## src/rtl/insn_fetch_unit_if.sv

```systemverilog
// Instruction memory fetch bus: request/address out, ack/data back.
// The fetch unit is the master; the instruction memory is the slave.
interface insn_fetch_unit_if;
  logic [31:0] mem_addr;
  logic        mem_req;
  logic        mem_ack;
  logic [31:0] mem_rdata;

  modport master (
    output mem_addr,
    output mem_req,
    input  mem_ack,
    input  mem_rdata
  );

  modport slave (
    input  mem_addr,
    input  mem_req,
    output mem_ack,
    output mem_rdata
  );
endinterface

```

## src/rtl/insn_fetch_unit.sv

```systemverilog
// Fetch stage: owns the PC, fetches one word at a time over req/ack and holds it until retired.
// Optional opcode screening is enabled by defining ILLEGAL_OPCODE_TRAP_EN.
//
// state | meaning
// FETCH | request outstanding at pc, waiting for mem_ack
// HOLD  | insn valid, waiting for exec_done to advance pc
// FAULT | misaligned next pc or illegal opcode; left only through rst
module insn_fetch_unit #(
  parameter logic [31:0] RESET_PC = 32'h0000_0000,
  parameter logic [31:0] NOP_INSN = 32'h0000_0013
) (
  input  logic                  clk,
  input  logic                  rst,
  insn_fetch_unit_if.master     mem,
  output logic [31:0]           insn,
  output logic                  insn_valid,
  output logic [31:0]           insn_pc,
  input  logic                  exec_done,
  input  logic                  pc_next_sel,
  input  logic [31:0]           pc_target,
  output logic                  misaligned,
  output logic                  illegal_insn,
  output logic [31:0]           instret
);

  typedef enum logic [1:0] {
    FETCH = 2'd0,
    HOLD  = 2'd1,
    FAULT = 2'd2
  } state_t;

  state_t      state_q, state_d;
  logic [31:0] pc_q, pc_d;
  logic [31:0] insn_q, insn_d;
  logic [31:0] insn_pc_q, insn_pc_d;
  logic        valid_q, valid_d;
  logic        misaligned_q, misaligned_d;
  logic [31:0] instret_q, instret_d;
  logic [31:0] pc_next;
  logic        opcode_ok;

`ifdef ILLEGAL_OPCODE_TRAP_EN
  logic illegal_q, illegal_d;

  function automatic logic is_rv32i_opcode(input logic [6:0] op);
    logic ok;
    ok = 1'b0;
    case (op)
      7'b0110011, 7'b0010011, 7'b0000011, 7'b0100011,
      7'b1100011, 7'b1101111, 7'b1100111, 7'b0110111,
      7'b0010111, 7'b1110011, 7'b0001111: ok = 1'b1;
      default:                            ok = 1'b0;
    endcase
    return ok;
  endfunction

  assign opcode_ok    = is_rv32i_opcode(mem.mem_rdata[6:0]);
  assign illegal_insn = illegal_q;
`else
  assign opcode_ok    = 1'b1;
  assign illegal_insn = 1'b0;
`endif

  // Wraps mod 2^32 naturally, so 0xFFFFFFFC + 4 lands on 0.
  assign pc_next = pc_next_sel ? pc_target : (pc_q + 32'd4);

  always_comb begin
    state_d      = state_q;
    pc_d         = pc_q;
    insn_d       = insn_q;
    insn_pc_d    = insn_pc_q;
    valid_d      = valid_q;
    misaligned_d = misaligned_q;
    instret_d    = instret_q;
`ifdef ILLEGAL_OPCODE_TRAP_EN
    illegal_d    = illegal_q;
`endif
    case (state_q)
      FETCH: begin
        if (mem.mem_ack) begin
          insn_pc_d = pc_q;
          if (opcode_ok) begin
            insn_d  = mem.mem_rdata;
            valid_d = 1'b1;
            state_d = HOLD;
          end else begin
`ifdef ILLEGAL_OPCODE_TRAP_EN
            illegal_d = 1'b1;
`endif
            state_d   = FAULT;
          end
        end
      end
      HOLD: begin
        if (exec_done) begin
          valid_d = 1'b0;
          insn_d  = NOP_INSN;
          if (pc_next[1:0] == 2'b00) begin
            pc_d      = pc_next;
            instret_d = instret_q + 32'd1;
            state_d   = FETCH;
          end else begin
            misaligned_d = 1'b1;
            state_d      = FAULT;
          end
        end
      end
      FAULT: begin
        valid_d = 1'b0;
      end
      default: begin
        state_d = FAULT;
      end
    endcase
  end

  always_ff @(posedge clk) begin
    if (rst) begin
      state_q      <= FETCH;
      pc_q         <= RESET_PC;
      insn_q       <= NOP_INSN;
      insn_pc_q    <= RESET_PC;
      valid_q      <= 1'b0;
      misaligned_q <= 1'b0;
      instret_q    <= 32'd0;
`ifdef ILLEGAL_OPCODE_TRAP_EN
      illegal_q    <= 1'b0;
`endif
    end else begin
      state_q      <= state_d;
      pc_q         <= pc_d;
      insn_q       <= insn_d;
      insn_pc_q    <= insn_pc_d;
      valid_q      <= valid_d;
      misaligned_q <= misaligned_d;
      instret_q    <= instret_d;
`ifdef ILLEGAL_OPCODE_TRAP_EN
      illegal_q    <= illegal_d;
`endif
    end
  end

  // Request is gated by rst combinationally so nothing is issued during reset.
  assign mem.mem_req  = (state_q == FETCH) && !rst;
  assign mem.mem_addr = pc_q;
  assign insn         = insn_q;
  assign insn_valid   = valid_q;
  assign insn_pc      = insn_pc_q;
  assign misaligned   = misaligned_q;
  assign instret      = instret_q;

endmodule

```

## src/flat_wrapper.sv

```systemverilog
// flat-port wrapper written by rule: the top's interface ports become plain ports
module insn_fetch_unit_flat 
#(
  parameter logic [31:0] RESET_PC = 32'h0000_0000,
  parameter logic [31:0] NOP_INSN = 32'h0000_0013
)
  (clk, rst, insn, insn_valid, insn_pc, exec_done, pc_next_sel, pc_target, misaligned, illegal_insn, instret, mem_mem_addr, mem_mem_req, mem_mem_ack, mem_mem_rdata);
  insn_fetch_unit_if mem_i ();
  input  logic clk;
  input  logic rst;
  output logic [31:0] insn;
  output logic insn_valid;
  output logic [31:0] insn_pc;
  input  logic exec_done;
  input  logic pc_next_sel;
  input  logic [31:0] pc_target;
  output logic misaligned;
  output logic illegal_insn;
  output logic [31:0] instret;
  output wire logic [$bits(mem_i.mem_addr)-1:0] mem_mem_addr;
  output wire logic [$bits(mem_i.mem_req)-1:0] mem_mem_req;
  input wire logic [$bits(mem_i.mem_ack)-1:0] mem_mem_ack;
  input wire logic [$bits(mem_i.mem_rdata)-1:0] mem_mem_rdata;
  assign mem_mem_addr = mem_i.mem_addr;
  assign mem_mem_req = mem_i.mem_req;
  assign mem_i.mem_ack = mem_mem_ack;
  assign mem_i.mem_rdata = mem_mem_rdata;
  insn_fetch_unit #(.RESET_PC(RESET_PC), .NOP_INSN(NOP_INSN)) u_core (.clk(clk), .rst(rst), .mem(mem_i), .insn(insn), .insn_valid(insn_valid), .insn_pc(insn_pc), .exec_done(exec_done), .pc_next_sel(pc_next_sel), .pc_target(pc_target), .misaligned(misaligned), .illegal_insn(illegal_insn), .instret(instret));
endmodule
```

## config.mk

```make
export PLATFORM = sky130hd
export DESIGN_NAME = insn_fetch_unit_flat
export DESIGN_NICKNAME = d
export VERILOG_FILES = /design/src/rtl/insn_fetch_unit_if.sv /design/src/rtl/insn_fetch_unit.sv /design/src/flat_wrapper.sv
export SDC_FILE = /design/constraint.sdc
export NUM_CORES = 1
export LEC_CHECK = 0
export ABC_CLOCK_PERIOD_IN_PS = 1950
export BUFFER_PORTS_ARGS = -buffer_cell sky130_fd_sc_hd__buf_2
export CORE_MARGIN = 2
export CORE_UTILIZATION = 46
export DETAILED_ROUTE_END_ITERATION = 16
export PLACE_DENSITY = 0.74
export SYNTH_ARGS = -nofsm -noshare
export SYNTH_HDL_FRONTEND = slang
export SYNTH_SLANG_ARGS = --single-unit
```

## constraint.sdc

```tcl
create_clock -name clk -period 1.95 [get_ports clk]
set_input_delay 0.195 -clock clk [delete_from_list [all_inputs] [get_ports clk]]
set_output_delay 0.195 -clock clk [all_outputs]
set_load 0.01 [all_outputs]
```

# Word level (Yosys, flattened, before mapping)
# Cells that the tools add are included.
[op_classes]
addsub = 2
eq_ne = 4
mux = 11
bitwise_logic = 2
n_reduce_logical = 12
[ops]
columns = ["cell", "count"]
rows = [
  ["2-to-1 mux 32 bit", 3],
  ["case mux 32 bit (2 select lines)", 1],
  ["adder 32 x 1 -> 32 bit (second input constant)", 1],
  ["adder 32 x 3 -> 32 bit (second input constant)", 1],
  ["AND reduction 3 bit", 5],
  ["2-to-1 mux 2 bit", 3],
  ["case mux 2 bit (3 select lines)", 1],
  ["zero test 2 bit", 2],
  ["inequality test 2 bit (second input constant)", 2],
  ["case mux 1 bit (3 select lines)", 1],
  ["nonzero test 3 bit", 1],
  ["equality test 2 x 1 -> 1 bit (second input constant)", 1],
  ["equality test 2 bit (second input constant)", 1],
  ["2-to-1 mux 1 bit", 2],
  ["inverter 1 bit", 2],
  ["AND reduction 2 bit", 1],
  ["nonzero test 2 bit", 1],
  ["logical AND 1 bit", 1],
  ["zero test 1 bit", 1],
]
[totals]
regBits = 132
in_bits = 69
output_inout_bits = 132
elab_cells = 38

# Longest topological paths before layout
[depth]
word_depth = 6
depth_mapped = 10
ltp_nobuf = 7

# Least setup slack after synthesis
# OpenSTA, ideal clock, no wires.
[synth_timing]
kind = "register to register"
from = "register u_core.state_q[1]"
to = "register u_core.instret_q[27], in the netlist u_core.instret[27]"
setup_ns = 0.128
arrival_ns = 1.798
t_required_ns = 1.822
slack_ns = 0.025
path_stages_with_launch = 10
n_path_buf = 2
synth_period_minus_slack_ns = 1.925
path_cell_list = "dfxtp_1 > inv_1 > ha_1 > buf_2 > and2_1 > buf_2 > o211ai_1 > or4_1 > xor2_1 > nor2_1"
[synth_between]
elab_chain_cells = 2
[synth_rtl]
columns = ["element", "line_no", "rtl"]
rows = [
  ["start, declared", "insn_fetch_unit.sv:32", "state_t state_q, state_d;"],
  ["start signal, assigned", "insn_fetch_unit.sv:130", "state_q <= state_d;"],
  ["equality test 2 x 1 -> 1 bit", "insn_fetch_unit.sv:78", "case (state_q)"],
  ["AND reduction 3 bit (no source line)", "--", ""],
  ["end signal, assigned", "insn_fetch_unit.sv:136", "instret_q <= instret_d;"],
  ["end, declared", "insn_fetch_unit.sv:38", "logic [31:0] instret_q, instret_d;"],
]
# No other way between the ends.
# A chain may end at the register's enable or synchronous reset.

# Worst setup path after layout
# Ends and elaborated chain as after synthesis.

==> reports/qor.yml <==
timing:
  worst_pin_slew_ns: 0.506
  finalHoldViolCount: 0
  min_period_ns: 1.81
  setup_viol: 0
  fin_skew_ns: 0.00831
  grt_setup_unrepaired: "false"
  period_share: 0.926
  slew_headroom: 0.663
  slew_viol_final: 0
  fin_tns_setup_ns: 0
  fmax_mhz: 554
outcome:
  outcome: "complete, no violations"
power_and_ir_drop:
  switchingPower_w: 0.00288
  peakVddDrop_v: 0.000870
  power.share.switching: 0.330
  power_frac_clock: 0.327
  intPower_w: 0.00585
  comb_power_share: 0.304
  power.density_nw_per_um2: 1080
  power.share.sequential: 0.368
  leakagePower_nw: 3.46
setup_path:
  reg2reg_to: "u_core.instret[27]"
  start_kind: "flip-flop"
  reg2regPathDepth: 7
  crit_arrival_ns: 2.10
  cp_data_required_time_ns: 2.24
  cpPeakStageDelay_ns: 0.51
  r2r_slack_ns: 0.14
  crit_slowest_cell: "or4_1"
  r2r_start: "u_core.state_q[1]"
  endpoint_kind: "flip-flop"
  path_cells: "inv_1, ha_1, and2_4, o211ai_1, or4_1, xor2_1, nor2_1"
  crit_path_max_fanout: 6
  critPathKind: "flip-flop to flip-flop"
synthesis:
  synth.distinct_cells: 59
  synthTopCellsByArea: "dfxtp_1, a21oi_1, nand2_1"
  synth_edf_count: 0
  synth_top_area_share: 0.440
  avgSynthCellArea_um2: 8.05
  yosys.area.top_type: "dfxtp_1"
  yosysWarnings: 0
  netlist_area_um2: 6010
  syn_inst: 746
  ys_seq_elements: 132
  postSynth.asyncResetShare: 0
  yosysSeqAreaShare: 0.440
  synth_nets: 822
  synth_top_flop_cell: "dfxtp_1"
layout:
  n_antenna_cell: 0
  drive_gt1_frac: 0.321
  nNetsFinal: 1048
  final_cells: 1156
  area_delta_synth_final_pct: 34.9
worst_hold_path:
  hold_path_class: "input pin to flip-flop"
  hp-start: "mem_mem_rdata[0]"
  whs_endpoint: "u_core.insn[0]"
  hold-path-cell-count: 3
place:
  gp_congestion: 0.864
  dp.cells: 1124
  hpwlAfterDp_um: 12600
  portBuffers: 199
clock_network:
  clkTransAtPathRegs_ns: 0.06
  htree_num_levels: 4
  hold_buffers: 0
  cts-buffers-inserted: 17
  insertion_delay_ns: 0.42
  cts_tree: "done"
  cts_root_buf: "clkbuf_16"
  cts_max_path_buffers: 2
  clkSinkCount: 132
routing:
  post_drt_via_cell_ratio: 5.36
  dr.pass1.iters: 5
  drt-total-wl_um: 17800
  drc_errors: 0
  final_antenna_net_count: 0
  drt_iter0_drc: 401
  wire_per_inst_um: 15.4
  via_count: 6199
global_routing:
  grt_pass1_wl_um: 28700
  antenna_found_initial: 0
  grt.overflow.total: 0
  grt_max_degree: 47
  grt_pass1_vias: 5773
  grt_usage: 0.252
floorplanning:
  core_um2: 12700
  ios: 201
  fp-row-count: 41
  dieArea_um2: 14000
  die_h_um: 118
  fp.dieW_um: 118
  start_util: 0.474
flow_run:
  maxCapViolations: 0
[cells by family after synthesis]
kind of cell	share of synthesized area
AO/OA/AOI/OAI	0.188
XOR/XNOR	0.0321
adder cells (fa/ha/maj)	0.0146
buffers and inverters	0.0448
flip-flops	0.440
multiplexers	0.00167
other	0.000624
AND/OR/NAND/NOR	0.278
[critical path: cells and delay by family (launching register included)]
kind,cells,cell delay [ns]
and+or+nand+nor,3,0.77
DFF,1,0.31
adders and majority gates,1,0.21
xor gates and xnor gates,1,0.15
AOI/OAI and AO/OA,1,0.14
buffers and inverters,1,0.10
[registers in the layout (all words and copies together), names as in the netlist]
register             flops
u_core.insn             32
u_core.insn_pc          32
u_core.insn_valid        1
u_core.instret          32
u_core.mem.mem_addr     32
u_core.misaligned        1
u_core.state_q           2
[cell usage after synthesis (5+ instances only)]
cell type and n:
nor4_1 10, and2_1 5, clkbuf_1 38, or3_1 11, xnor2_1 18, dfxtp_1 132, nand4_1 13, nand2_1 103
o21ai_0 35, buf_1 7, nand3_1 23, a211oi_1 13, nor3_1 12, inv_1 10, a31oi_1 9, nor2_1 81
o31ai_1 7, a21oi_1 85, ha_1 7, nor3b_1 30, buf_2 11, and4_1 10, and3_1 12, a311oi_1 6
[routing by layer]
| layer | GRT usage | up-vias | wire length, µm |
|---|---|---|---|
| li1 | - | 3110 | - |
| met3 | 0.0806 | 26 | 1510 |
| met4 | 0.0979 | 0 | 317 |
| met1 | 0.320 | 2827 | 8020 |
| met5 | 0 | - | 0 |
| met2 | 0.398 | 236 | 7990 |
[through the flow]
| stage | setup slack, ns | power [W] | util | hold slack, ns | cell area, µm² |
|---|---|---|---|---|---|
| 6_report | 0.143 | 0.00873 | 0.640 | 0.0406 | 8110 |
| 5_1_grt | 0.0117 | 0.00927 | 0.640 | 0.0727 | 8110 |
| 4_1_cts | 0.0362 | 0.00876 | 0.636 | 0.0308 | 8060 |
| 3_5_place_dp | -0.00294 | 0.00589 | 0.595 | 0.444 | 7530 |
| 3_3_place_gp | 0.0342 | 0.00587 | 0.595 | 0.440 | 7530 |
| 2_1_floorplan | 0.0247 | 0.00485 | - | 0.345 | 6010 |
[worst max-delay path by stage]
stage	startpoint	to	depth (start not counted)
6_report	u_core.state_q[1]	u_core.instret[27]	7
5_1_grt	u_core.state_q[1]	u_core.instret[27]	7
4_1_cts	u_core.state_q[1]	u_core.instret[20]	8
3_5_place_dp	u_core.state_q[1]	u_core.instret[20]	8
3_3_place_gp	u_core.state_q[1]	u_core.mem.mem_addr[18]	8
2_1_floorplan	u_core.state_q[1]	u_core.instret[27]	9
[power groups by stage]
stage / Clock (W) / Sequential (W) / Combinational [W]
floorplan: 0 / 0.00340 / 0.00145
global placement: 0 / 0.00325 / 0.00261
detailed placement: 0 / 0.00325 / 0.00264
CTS: 0.00290 / 0.00321 / 0.00265
global route: 0.00305 / 0.00325 / 0.00297
finish: 0.00286 / 0.00322 / 0.00266
[what timing repair did]
item | 4_1_cts | 5_1_grt
gates resized for setup | 1 | 13
pin swaps | 0 | 1
buffers inserted | 0 | 1
setup endpoints to repair | 5 | 53
[cells in the final DEF, fill, tap and decap left out, types with 4 or more instances in the layout]
cell type  count
nor2b_1        4
o31ai_1        7
a211oi_1      12
and3_1        12
ha_1           6
clkinv_2       5
buf_2        198
xor2_1         4
clkbuf_16     17
nor2_1        81
nor3_1        10
dfxtp_1      129
and4_1         9
inv_1         10
a31oi_1        9
and2_1         4
a311oi_1       6
a21oi_1       85
a32o_1         4
nand4_1       13
xnor2_1       18
nor3b_1       29
or3_1         11
nand2_1      103
nor4_1         9
clkbuf_8       4
o21ai_0       35
buf_12         5
nand3_1       23
buf_4         60
clkbuf_1       5
[final cells by class]
| class | count | area (µm²) |
|---|---|---|
| fill | 1139 | 4560 |
| multi-input combinational | 547 | 3130 |
| sequential | 132 | 2650 |
| timing repair buffer | 264 | 1550 |
| clock buffer | 26 | 499 |
| tap | 172 | 215 |
| inverter | 10 | 37.5 |
| clock inverter | 5 | 25.0 |
No activity file was read; power rests on OpenSTA's default activity.
